`config.mk`:
```
export PLATFORM = sky130hd
export DESIGN_NAME = hdlc_rx_drain
export DESIGN_NICKNAME = d
export VERILOG_FILES = /design/src/rtl/hdlc_rx_drain.sv
export SDC_FILE = /design/constraint.sdc
export NUM_CORES = 1
export LEC_CHECK = 0
export ABC_AREA = 0
export CAP_MARGIN = 20
export CORE_MARGIN = 2
export CORE_UTILIZATION = 25
export CTS_CLUSTER_SIZE = 40
export DETAILED_ROUTE_END_ITERATION = 10
export GPL_TIMING_DRIVEN = 1
export PLACE_DENSITY_LB_ADDON = 0.3
export SLEW_MARGIN = 20
export SYNTH_ARGS = -nofsm -noshare
export SYNTH_HDL_FRONTEND = slang
export SYNTH_SLANG_ARGS = --single-unit
```
`constraint.sdc`:
```
create_clock -name Clk -period 2.29 [get_ports Clk]
set_input_delay 0.3435 -clock Clk [delete_from_list [all_inputs] [get_ports Clk]]
set_output_delay 0.3435 -clock Clk [all_outputs]
set_load 0.02 [all_outputs]
```
`src/rtl/hdlc_rx_drain.sv`:
```
// Drains completed frames out of the Hdlc Rx buffer onto a valid/ready byte stream.
// Optional macro HDLC_RX_DRAIN_FCS_EN: CFG writes Rx_FCSen before entering IDLE.
module hdlc_rx_drain #(
  parameter int unsigned MAX_LEN = 126
) (
  input  logic       Clk,
  input  logic       Rst,
  input  logic       Rx_Ready,
  output logic [2:0] Address,
  output logic       WriteEnable,
  output logic       ReadEnable,
  output logic [7:0] WrData,
  input  logic [7:0] RdData,
  output logic [7:0] Frm_Data,
  output logic       Frm_Valid,
  input  logic       Frm_Ready,
  output logic       Frm_Last,
  output logic       Drain_Busy,
  output logic [7:0] Err_Count
);

  localparam logic [2:0] RegSc   = 3'd2;
  localparam logic [2:0] RegBuff = 3'd3;
  localparam logic [2:0] RegLen  = 3'd4;

  typedef enum logic [3:0] {
    StCfg,
    StIdle,
    StRdSc,
    StWaitSc,
    StRdLen,
    StWaitLen,
    StRdByte,
    StWaitByte,
    StHold,
    StDrop,
    StWaitClr
  } state_e;

  state_e     state_q, state_d;
  logic [2:0] addr_q, addr_d;
  logic       we_q, we_d;
  logic       re_q, re_d;
  logic [7:0] wdata_q, wdata_d;
  logic [7:0] data_q, data_d;
  logic       valid_q, valid_d;
  logic       last_q, last_d;
  logic       busy_q, busy_d;
  logic [7:0] err_q, err_d;
  logic [7:0] rem_q, rem_d;
  logic       go_drop;

  // Strobes and stream outputs are computed from the next state so every output is a flop.
  always_comb begin
    state_d = state_q;
    addr_d  = addr_q;
    we_d    = 1'b0;
    re_d    = 1'b0;
    wdata_d = wdata_q;
    data_d  = data_q;
    last_d  = last_q;
    rem_d   = rem_q;
    err_d   = err_q;
    go_drop = 1'b0;

    unique case (state_q)
      StCfg: begin
        state_d = StIdle;
`ifdef HDLC_RX_DRAIN_FCS_EN
        we_d    = 1'b1;
        addr_d  = RegSc;
        wdata_d = 8'h20;
`endif
      end
      StIdle: begin
        if (Rx_Ready) begin
          state_d = StRdSc;
          re_d    = 1'b1;
          addr_d  = RegSc;
        end
      end
      StRdSc: state_d = StWaitSc;
      StWaitSc: begin
        if (|RdData[4:2]) begin
          go_drop = 1'b1;
        end else begin
          state_d = StRdLen;
          re_d    = 1'b1;
          addr_d  = RegLen;
        end
      end
      StRdLen: state_d = StWaitLen;
      StWaitLen: begin
        rem_d = RdData;
        if (RdData == 8'd0 || {24'd0, RdData} > MAX_LEN) begin
          go_drop = 1'b1;
        end else begin
          state_d = StRdByte;
          re_d    = 1'b1;
          addr_d  = RegBuff;
        end
      end
      StRdByte: state_d = StWaitByte;
      StWaitByte: begin
        data_d  = RdData;
        rem_d   = rem_q - 8'd1;
        last_d  = (rem_q == 8'd1);
        state_d = StHold;
      end
      StHold: begin
        if (Frm_Ready) begin
          if (last_q) begin
            state_d = StWaitClr;
          end else begin
            state_d = StRdByte;
            re_d    = 1'b1;
            addr_d  = RegBuff;
          end
        end
      end
      StDrop: begin
        if (err_q != 8'hFF) begin
          err_d = err_q + 8'd1;
        end
        state_d = StWaitClr;
      end
      StWaitClr: begin
        // Hold off until Hdlc has cleared its flag so the same frame is not read twice.
        if (!Rx_Ready) begin
          state_d = StIdle;
        end
      end
      default: state_d = StCfg;
    endcase

    if (go_drop) begin
      state_d = StDrop;
      we_d    = 1'b1;
      addr_d  = RegSc;
      wdata_d = 8'h02;
    end

    valid_d = (state_d == StHold);
    busy_d  = !(state_d inside {StCfg, StIdle});
  end

  always_ff @(posedge Clk or negedge Rst) begin
    if (!Rst) begin
      state_q <= StCfg;
      addr_q  <= 3'd0;
      we_q    <= 1'b0;
      re_q    <= 1'b0;
      wdata_q <= 8'd0;
      data_q  <= 8'd0;
      valid_q <= 1'b0;
      last_q  <= 1'b0;
      busy_q  <= 1'b0;
      err_q   <= 8'd0;
      rem_q   <= 8'd0;
    end else begin
      state_q <= state_d;
      addr_q  <= addr_d;
      we_q    <= we_d;
      re_q    <= re_d;
      wdata_q <= wdata_d;
      data_q  <= data_d;
      valid_q <= valid_d;
      last_q  <= last_d;
      busy_q  <= busy_d;
      err_q   <= err_d;
      rem_q   <= rem_d;
    end
  end

  assign Address     = addr_q;
  assign WriteEnable = we_q;
  assign ReadEnable  = re_q;
  assign WrData      = wdata_q;
  assign Frm_Data    = data_q;
  assign Frm_Valid   = valid_q;
  assign Frm_Last    = last_q;
  assign Drain_Busy  = busy_q;
  assign Err_Count   = err_q;

endmodule

```
### Word-level counts from Yosys, hierarchy flattened

Index checks and enable logic that the tools add are counted.

| storage, ports and cells | value |
|---|---|
| register bits | 37 |
| output and inout port bits | 32 |
| logic and storage cells | 70 |

| cells by class | value |
|---|---|
| add/subtract/negate cells | 2 |
| magnitude comparators | 1 |
| equality and inequality tests | 19 |
| mux-type cells | 26 |
| reduce and logical (&&, ||, !) cells | 11 |

Operator list:

| cell | count |
|---|---|
| $pmux W4 S11 | 1 |
| $mux W4 | 7 |
| $mux W3 | 6 |
| $eq A4 B3 Y1 const B | 4 |
| $eq A4 B4 Y1 const B | 4 |
| $pmux W8 S2 | 1 |
| $ne A3 B3 Y1 const B | 5 |
| $pmux W3 S4 | 1 |
| $add A8 B1 Y8 const B | 1 |
| $eq A4 B1 Y1 const B | 2 |
| $eq A4 B2 Y1 const B | 2 |
| $eq A8 B1 Y1 const B | 1 |
| $gt A8 B7 Y1 const B | 1 |
| $logic_not A4 Y1 | 2 |
| $logic_not A8 Y1 | 1 |
| $mux W1 | 8 |
| $ne A8 B8 Y1 const B | 1 |
| $sub A8 B1 Y8 const B | 1 |
| $reduce_and A6 Y1 | 1 |
| $reduce_bool A5 Y1 | 1 |
| $pmux W1 S4 | 1 |
| $reduce_bool A2 Y1 | 2 |
| $reduce_or A3 Y1 | 1 |
| $pmux W1 S2 | 1 |
| 3 further kinds | 3 |

### Depth between registers and ports, before layout

Gate-level depths: netlist (run 1).

| depth | value |
|---|---|
| depth after elaboration | 8 |
| depth in mapped cells | 6 |
| mapped depth without buffers | 6 |

### Least setup slack after synthesis (run 1)

Ideal clock, no wire load.

| path | value |
|---|---|
| path kind | register -> register |
| start | reg err_q[0], in the netlist Err_Count[0] |
| end | reg err_q[1], in the netlist Err_Count[1] |
| setup time | 0.125 ns |
| data arrival time | 1.512 ns |
| data required time | 2.165 ns |
| path slack | 0.653 ns |
| stages on the path, launching flop included | 5 |
| buffers on the path | 0 |
| period minus slack after synthesis | 1.637 ns |
| cell sequence | dfrtp_1 -> ha_1 -> nand3_1 -> o2111ai_2 -> mux2_2 |

| between the ends | value |
|---|---|
| longest elaborated chain between the ends | 2 |
| elaborated cells between the ends (all ways) | 3 |
| classes of those cells | add/sub: 1; eq/ne: 1; reduce/logical: 1 |

RTL lines:

| element | line | RTL |
|---|---|---|
| start: declaration | 49 | `logic [7:0] err_q, err_d;` |
| start signal: assignment | 170 | `err_q <= err_d;` |
| branches (longest 2 deep; another with $add A8 B1 Y8) | n/a |  |

Several ways; the timed one is not identified.
A chain may end at the register's enable or synchronous reset.

### Final worst setup path (run 1)

| path | value |
|---|---|
| start | reg state_q[1] |
| end | reg busy_q, in the netlist Drain_Busy |

| between the ends | value |
|---|---|
| longest elaborated chain between the ends | 6 |
| elaborated cells between the ends (all ways) | 23 |
| classes of those cells | eq/ne: 11; mux: 8; reduce/logical: 4 |

RTL lines:

| element | line | RTL |
|---|---|---|
| start: declaration | 40 | `state_e state_q, state_d;` |
| start signal: assignment | 149 | `state_q <= StCfg;` |
| start signal: assignment | 161 | `state_q <= state_d;` |
| $eq A4 B4 Y1, or another cell as far along | 66 | `unique case (state_q)` |
| $pmux W4 S11 / $pmux W1 S2 (equally long branches) | 66 |  |
| $mux W4 (*) | 136 | `if (go_drop) begin` |
| $eq A4 B1 Y1 / $logic_not A4 Y1 (equally long branches) | 144 | `busy_d = !(state_d inside {StCfg, StIdle});` |
| $reduce_bool A2 Y1 (*) | 144 |  |
| $logic_not A1 Y1 (*) | 144 |  |
| via busy_d | 48 | `logic busy_q, busy_d;` |
| end signal: assignment | 169 | `busy_q <= busy_d;` |
| end: declaration | 48 |  |

Mark *: on every way through the listed nets, which the timed path passes. The rest lies on a longest branch.

==> impl_metrics.toml, run 1 <==
[pwr]
intPower_uw = 1870
p_leak_uw = 0.00105
seqPwrFrac_pct = 37.7
p_sw_share_pct = 38.3
p_total_uw = 3040
ir_drop_uv = 519
switchingPower_uw = 1160
clkPwrFrac_pct = 16.6
power_density_nw_per_um2 = 1200
p_comb_share_pct = 45.7

[global_route]
grt_pass1_wl_um = 7670
grt_overflow = 0
grtUsageTotal_pct = 11.4
first_global_vias = 1534
grt_start_max_net_pins = 38
grt_antenna_before_repair = 0

[route]
via_count = 1565
drt_iter0_drc = 80
post_drt_via_cell_ratio = 4.67
drt-total-wl_um = 4440
first_pass_iters = 4
wl_per_cell_um = 13.2
ant_nets = 0
drc_errors = 0

[timing]
finalSetupTns_ns = 0
tightest_slew_ns = 0.832
finalCritPeriodShare_pct = 81.2
timing.fmax_mhz = 538
relSlewSlack_pct = 44.5
rsz0062_at_grt = "no"
fin_crit_ns = 1.86
setup_viol = 0
skew_ns = 0.00592
slew_violations = 0
hold_viol_final = 0
setup_ws_ns = 0.430

[yosys]
synth_edf_count = 0
yosysSeqAreaShare_pct = 47.7
synth.avg_cell_area_um2 = 10.3
syn_inst = 188
yosysTopAreaCell = "dfrtp_1"
netlist_top_cells_area = "dfrtp_1 48%, mux2_2 5.2%, nor3_1 2.8%"
synth_top_area_share_pct = 47.7
synth-seq-cells = 37
ys_warn_count = 0
synth_async_sr_flop_share_pct = 100
synth_cell_type_count = 49
synthFlopType = "dfrtp_1"
syn_area_um2 = 1940

[place]
io_buffers = 36
post-place-ws_ns = 0.148
place_inst = 327
gp_congestion = 0.749
dpl.hpwl_um = 3240

[floorplanning]
dieArea_um2 = 8480
rows = 32
die_w_um = 92.1
core_area_um2 = 7610
dieHeight_um = 92.1
io-pin-count = 44
start_util_pct = 25.5

[run]
drv_cap = 0

[worst_setup_path]
critPathMaxFanout = 15
critical_path_class = "reg -> reg"
reg2reg_to = "Drain_Busy$_DFF_PN0_"
crit_required_ns = 2.45
crit_path_end_kind = "register"
r2r_cells = 6
r2r-start = "state_q[1]$_DFF_PN0_"
critPathLaunchType = "register"
cp.arrival_ns = 2.02
critPathMostFrequentCell = "buf_4"
path_cells = "buf_4, nor4bb_1, buf_4, and2_1, nor3_1, nand4bb_1"
r2r_setup_slack_ns = 0.43
slowest_stage = "dfrtp_1"
max_stage_delay_ns = 0.51

[cts]
htree_levels = 2
clk_pin_slew_worst_paths_ns = 0.07
cts_buffer_depth = 2
clockRootBuffer = "clkbuf_8"
worstSkewPairLatency_ns = 0.29
cts_buffers = 5
post_cts_buffers = 0
cts.sinks = 37
cts_tree = "yes"
hold_buffers = 0
cts_resized = 0

[status]
status = "finished, final reports clean"

[final_layout]
fin_util_pct = 33.2
nets = 247
areaGrowthSynthToFinish_pct = 30.3
final_cells = 335
antenna_cells = 0
drive_gt1_share_pct = 14.2

[worst_hold_path]
hold_class = "in -> async"
[metal layers]
| metal | up-vias | track usage [%] | routed length, um |
|---|---|---|---|
| li1 | 757 | - | - |
| met1 | 750 | 15.5 | 2070 |
| met2 | 53 | 17.9 | 2080 |
| met3 | 5 | 2.79 | 239 |
| met4 | 0 | 3.36 | 44 |
| met5 | - | 0 | 0 |
[synth_stat cells (4+ instances only)]
cell and number:
inv_1 6, clkbuf_1 4, nand2_1 11, nor2_1 8, buf_4 7, nand2b_1 6, dfrtp_1 37, o21ai_0 10
a21oi_1 7, nor3b_1 5, nand3_1 5, mux2_2 9, nor3_1 11, xor2_1 6
[state kept, by name, indices dropped and copies added, names as in the netlist]
signal,cells
Err_Count,8
state_q,4
ReadEnable,1
Address,3
Drain_Busy,1
Frm_Valid,1
Frm_Last,1
rem_q,8
WrData,1
Frm_Data,8
WriteEnable,1
[cells by family (layout without fill, tap and decap cells)]
group                    Yosys count  count (layout)  share of synthesized area, %
AO/OA/AOI/OAI                     38              38                          13.7
XOR/XNOR                           7               7                          3.16
adder cells (fa/ha/maj)            3               3                          1.93
buffers and inverters             21              60                          6.00
flip-flops                        37              37                          47.7
multiplexers                       9               9                          5.22
other                              1               7                         0.193
AND/OR/NAND/NOR                   72              72                          22.1
[power by group through the flow]
| stage | clock network, uW | logic (uW) | registers (uW) |
|---|---|---|---|
| after floorplan | 0 | 737 | 1260 |
| after global placement | 0 | 1390 | 1160 |
| after detailed placement | 0 | 1400 | 1160 |
| after CTS | 520 | 1410 | 1150 |
| after global routing | 543 | 1540 | 1190 |
| final | 504 | 1390 | 1150 |
[cells in the final DEF (no fill, tap or decap), types with 5 or more instances in the layout]
master / synthesis / layout
nand3_1: 5 / 5
nor3_1: 11 / 11
nor3b_1: 5 / 5
inv_1: 6 / 6
o21ai_0: 10 / 10
xor2_1: 6 / 6
clkbuf_8: 0 / 7
clkdlybuf4s50_1: 0 / 35
mux2_2: 9 / 9
nand2_1: 11 / 11
nor2_1: 8 / 8
nand2b_1: 6 / 6
conb_1: 1 / 7
dfrtp_1: 37 / 37
a21oi_1: 7 / 7
buf_4: 7 / 10
[critical path, delay by kind of cell, from the launching register on]
family	cells	cell delay, ns
flops	1	0.51
buf+inv	2	0.42
simple gates	4	0.80
[metrics by stage]
stage | hold slack, ns | area [um^2]
6_report | 0.151 | 2530
5_1_grt | 0.217 | 2530
4_1_cts | 0.181 | 2530
3_5_place_dp | 0.457 | 2430
3_3_place_gp | 0.467 | 2430
2_1_floorplan | 0.0479 | 1960
[how the worst max path moves through the flow]
stage | startpoint | to | cells past startpoint
after floorplan | Err_Count[0]$_DFFE_PN0P_ | Err_Count[1]$_DFFE_PN0P_ | 4
after global placement | RdData[0] | Drain_Busy$_DFF_PN0_ | 5
after detailed placement | RdData[0] | Drain_Busy$_DFF_PN0_ | 5
after CTS | state_q[1]$_DFF_PN0_ | Drain_Busy$_DFF_PN0_ | 6
after global routing | state_q[3]$_DFF_PN0_ | Drain_Busy$_DFF_PN0_ | 5
final | state_q[1]$_DFF_PN0_ | Drain_Busy$_DFF_PN0_ | 6
[final cells by class]
cell class              count  area [um^2]
fillers                   798         5080
flip-flops and latches     37          926
multi-input cells         136          921
repair buffers             46          430
well taps                 102          128
clock buffers               7         96.3
inverters                   6         22.5
clock inverters             1         5.00
(Power assumes the default switching activity.)
==> inputs of run 2 (changes only) <==
Clock period 2.29 ns to 1.6 ns, I/O delays scaled along.
==> impl_metrics.toml, run 2 (synthesis gave the netlist of run 1 again) <==
[route]
post_drt_via_cell_ratio = 4.57
drt_iter0_drc = 79
wl_per_cell_um = 13.7
drc_errors = 0
dr.max_layer_used = "met4"
routed-wl-met2_um = 2520
first_pass_iters = 4
ant_nets = 0
routed-wl-met3_um = 245
wl_met1_um = 2330
drt-total-wl_um = 5150
via_count = 1720

[floorplanning]
dieArea_um2 = 8480
dieHeight_um = 92.1
core_area_um2 = 7610
die_w_um = 92.1
start_util_pct = 25.5
rows = 32
io-pin-count = 44

[status]
status = "complete, but fails checks"
violations = "negative setup slack"

[cts]
cts_buffer_depth = 2
clk_pin_slew_worst_paths_ns = 0.08
cts_tree = "yes"
clockRootBuffer = "clkbuf_8"
cts.sinks = 37
cts_buffers = 5
htree_levels = 2
worstSkewPairLatency_ns = 0.29

[worst_hold_path]
hold_class = "in -> async"

[worst_setup_path]
path_delay_family = "simple AND/OR/NAND/NOR gates"
crit_path_end_kind = "register"
critPathLaunchType = "register"
critical_path_class = "reg -> reg"
critPathMaxFanout = 2
critPathBufInv = 0
path_cells = "or4_4, or4b_4, o21ai_2"
cp.arrival_ns = 1.85
max_stage_delay_ns = 0.56
crit_required_ns = 1.83
slowest_stage = "or4_4"

[final_layout]
final_common_cell = "buf_4"
nets = 288
areaGrowthSynthToFinish_pct = 55.6
fin_area_um2 = 3020
antenna_cells = 0
layout_common_cells = "43 x buf_4, 32 x dfrtp_1, 29 x clkdlybuf4s50_1"
fillers = 794
drive_gt1_share_pct = 35.0

[timing]
skew_ns = 0.00762
rsz0062_at_grt = "yes"
fin_crit_ns = 1.62
setup_viol = 1
setup_ws_ns = -0.0202
finalSetupTns_ns = -0.0202
finalCritPeriodShare_pct = 101
timing.fmax_mhz = 617
hold_viol_final = 0
slew_violations = 0
hold-worst-slack_ns = 0.418

[global_route]
first_global_vias = 1653
grt_start_max_net_pins = 21
grt_overflow = 0
grt_antenna_before_repair = 0
grtUsageTotal_pct = 12.0
grt_pass1_wl_um = 8050

[place]
dpl.hpwl_um = 3650
gp_congestion = 0.789
io_buffers = 36
placed_area_um2 = 2690

[run]
drv_cap = 0

[pwr]
ir_drop_uv = 831
p_leak_uw = 0.00134
power_density_nw_per_um2 = 1730
-- run 2: report_power, final --
| group | internal [uW] | switching (uW) | leakage (uW) |
|---|---|---|---|
| clock | 507 | 355 | 0.0000574 |
| sequential | 1300 | 275 | 0.000436 |
| combinational | 1490 | 1300 | 0.000842 |
-- run 2: area by class of cell --
class | count | area (um^2) | area share, %
Multi-Input combinational cell | 136 | 1040 | 34.4
Sequential cell | 37 | 932 | 30.9
Timing Repair Buffer | 87 | 778 | 25.8
Tap cell | 102 | 128 | 4.23
Clock buffer | 6 | 82.6 | 2.73
Clock inverter | 2 | 37.5 | 1.24
Inverter | 6 | 22.5 | 0.746
-- run 2: repair_timing --
item,4_1_cts,5_1_grt
endpoints found under the hold margin,17,0
endpoints found under the setup margin,13,25
gates cloned,0,0
buffers inserted,0,9
resized for setup,13,31
hold buffers,1,0
pin swaps,3,9
-- run 2: path summary, 6_finish.rpt --
kind,cells past startpoint,start,slack [ns],end
min reg2reg,1,WrData[1]$_DFFE_PN0P_,0.46,WrData[1]$_DFFE_PN0P_
max reg2reg,3,rem_q[4]$_DFFE_PN0P_,-0.02,Frm_Last$_DFFE_PN0P_
min in group Clk,1,WrData[1]$_DFFE_PN0P_,0.46,WrData[1]$_DFFE_PN0P_
max,3,rem_q[4]$_DFFE_PN0P_,-0.02,Frm_Last$_DFFE_PN0P_
min,2,Rst,0.42,Err_Count[7]$_DFFE_PN0P_
max in group asynchronous,3,Rst,0.71,Err_Count[0]$_DFFE_PN0P_
-- run 2: per-stage QoR --
step / util [%] / setup WS, ns / cells / total power (uW)
after floorplan: - / 0.00422 / 194 / 2880
after global placement: 35.4 / -0.330 / 359 / 3980
after detailed placement: 35.4 / -0.339 / 359 / 4010
after CTS: 37.5 / -0.0307 / 367 / 4910
after global routing: 39.7 / -0.0625 / 376 / 5560
final: 39.7 / -0.0202 / 376 / 5230
-- run 2: worst reg2reg max path: cells and delay by family (launching register included) --
family | cells | cell delay, ns
compound gates | 1 | 0.11
flops | 1 | 0.39
simple gates | 2 | 1.06
-- run 2: per-layer routing --
layer | up-vias | global-route usage [%]
met5 | - | 0
met4 | 0 | 3.36
met3 | 8 | 2.88
met2 | 47 | 19.5
met1 | 823 | 15.8
li1 | 842 | -
==> patch, RTL diff (settings of run 1) <==
Reset style: synchronous (`Rst`), changed in one clocked block.
--- a/src/rtl/hdlc_rx_drain.sv
+++ b/src/rtl/hdlc_rx_drain.sv
@@ -146,3 +146,3 @@
 
-  always_ff @(posedge Clk or negedge Rst) begin
+  always_ff @(posedge Clk) begin
     if (!Rst) begin
Check against the original RTL: differs if Rst is asserted again (counterexample within 4 cycles, from zero or initial values and one cycle with Rst low); with Rst held inactive, the same outputs for 10 cycles.
==> patch against run 1 <==
Synthesized area is 1.4% lower; maximum frequency decreased by 1.1%; clock skew rose by 0.0018 ns; non-clock buffer count down 5; routed wire length is 10% higher; setup slack lost 0.021 ns; global-route usage rose by 0.78 points; utilization is 0.23 points higher; count of clock-buffer cells in the layout shrank 2; via count grew 11%; worst hold slack improved by 0.30 ns; sequential cell count unchanged; final area down 3.0%; critical endpoint is now rem_q[4]$_SDFFE_PN0P_.
Power is not compared: it rests on default switching activity, and its combinational part moved more than twofold at a synthesized area within 25%.
==> patch: results <==
[power_and_ir_drop]
leakage_nw = 0.8599
irDropWorstVdd_uv = 213.7

[synth]
synth_compound_area_share_pct = 20.00
synthArstFlopShare_pct = 0
synthTopCellsByCount = dfxtp_1 (37), a21oi_1 (26), nand2_1 (26)
muxShareOfSynthArea_pct = 1.046
synthTopCellsByArea = dfxtp_1 (39%), a21oi_1 (6.8%), nand2_1 (5.1%), nor2_1 (4.9%), buf_4 (2.7%)
yosysSeqAreaShare_pct = 38.69
synth_ff_type = dfxtp_1
ys_warn_count = 0
synth-adder-area-share_pct = 1.961
ys_types = 55
yosys.area_share.xor_xnor_pct = 3.660

[drt]
first_pass_iters = 4
first_iter_violations = 144
met2WireLength_um = 2119
drt-wirelength-per-cell_um = 13.20
drt-met1-wl_um = 2373
wl_met3_um = 311
vias_per_cell = 4.708
routed.top_layer = met4

[finish]
drive_above_1_share_pct = 8.856
final_nets = 286
fillers = 757
diodes = 0

[placement]
dp_hpwl_um = 3469
io_buffers = 36
place.gp.congestion = 0.8725

[clock_tree]
clk_pin_slew_ns = 0.08
cts_buffer_depth = 2
holdBufCountCts = 0
clk_latency_ns = 0.29
numCtsBuffers = 5
cts_setup_buffers = 0
cts_resized = 0

[timing]
worstMarginPinSlew_ns = 0.5819
fin_skew_ns = 0.007701

[critical_path]
worstSetupPathType = reg2reg
reg2regPathDepth = 5
r2r_slack_ns = 0.41
cp-startpoint = state_q[0]$_SDFF_PN0_
reg2reg_to = rem_q[4]$_SDFFE_PN0P_
worstPathMaxFanout = 17

[min_path]
min_to = Frm_Data[6]$_SDFFE_PN0P_
hold_depth = 2
worstHoldPathType = reg2reg
hold_path.startpoint = Frm_Data[6]$_SDFFE_PN0P_

[grt]
met1_usage_pct = 17.03
met2_usage_pct = 17.28
grt_pass1_vias = 1656
grtUsageTotal_pct = 12.14
grtUsageMet3_pct = 3.402
grt_pass1_wl_um = 8086
grt_max_degree = 18
antenna_found_initial = 0

[run_status]
status = completed
patch: cell types whose count changed after synthesis, sizes merged, moves of 4 or more:
cell   change
a21oi     +19
a32oi      +5
dfrtp     -37
dfxtp     +37
inv        +4
mux2       -9
nand2     +15
nor2      +18
nor3b      -5
or2        +4
patch: logic make-up (layout without fill, tap and decap cells):
family | Yosys count | count (layout)
simple gates | 97 | 97
flops | 37 | 37
other cells | 1 | 7
fa+ha+maj | 3 | 3
buf+inv | 29 | 59
compound gates | 58 | 58
xor+xnor | 8 | 8
mux | 2 | 2
patch: through the flow:
step | worst slack [ns] | hold WS, ns | utilization (%) | instance area [um2] | instances
detailed placement | 0.1808 | 0.4400 | 32.05 | 2350 | 363
global route | 0.2159 | 0.4824 | 33.47 | 2454 | 370
finish | 0.4092 | 0.4557 | 33.47 | 2454 | 370
global placement | 0.1774 | 0.4308 | 32.05 | 2350 | 363
floorplan | 0.6528 | 0.4446 | - | 1937 | 241
CTS | 0.4277 | 0.4581 | 33.47 | 2454 | 370
patch: report_power, final:
group / total (W) / switching [W] / internal [W] / leakage, nW
Sequential: 0.000698 / 0.0000351 / 0.000663 / 0.299
Combinational: 0.000212 / 0.000120 / 0.0000921 / 0.507
Clock: 0.000549 / 0.000233 / 0.000317 / 0.0540
patch: layout make-up:
class / count / area [um2] / share of cell area, %
Clock buffer: 5 / 68.82 / 2.805
Multi-Input combinational cell: 175 / 1046 / 42.63
Sequential cell: 37 / 740.7 / 30.19
Clock inverter: 2 / 35.03 / 1.428
Timing Repair Buffer: 41 / 397.9 / 16.22
Inverter: 11 / 41.29 / 1.683
Tap cell: 99 / 123.9 / 5.048
patch: critical path, cell delays in order, from the launching register on:
cell	delay [ns]
dfxtp_1	0.69
nand2_1	0.20
or2_1	0.47
nor3_1	0.25
a21oi_1	0.06
a21oi_1	0.15
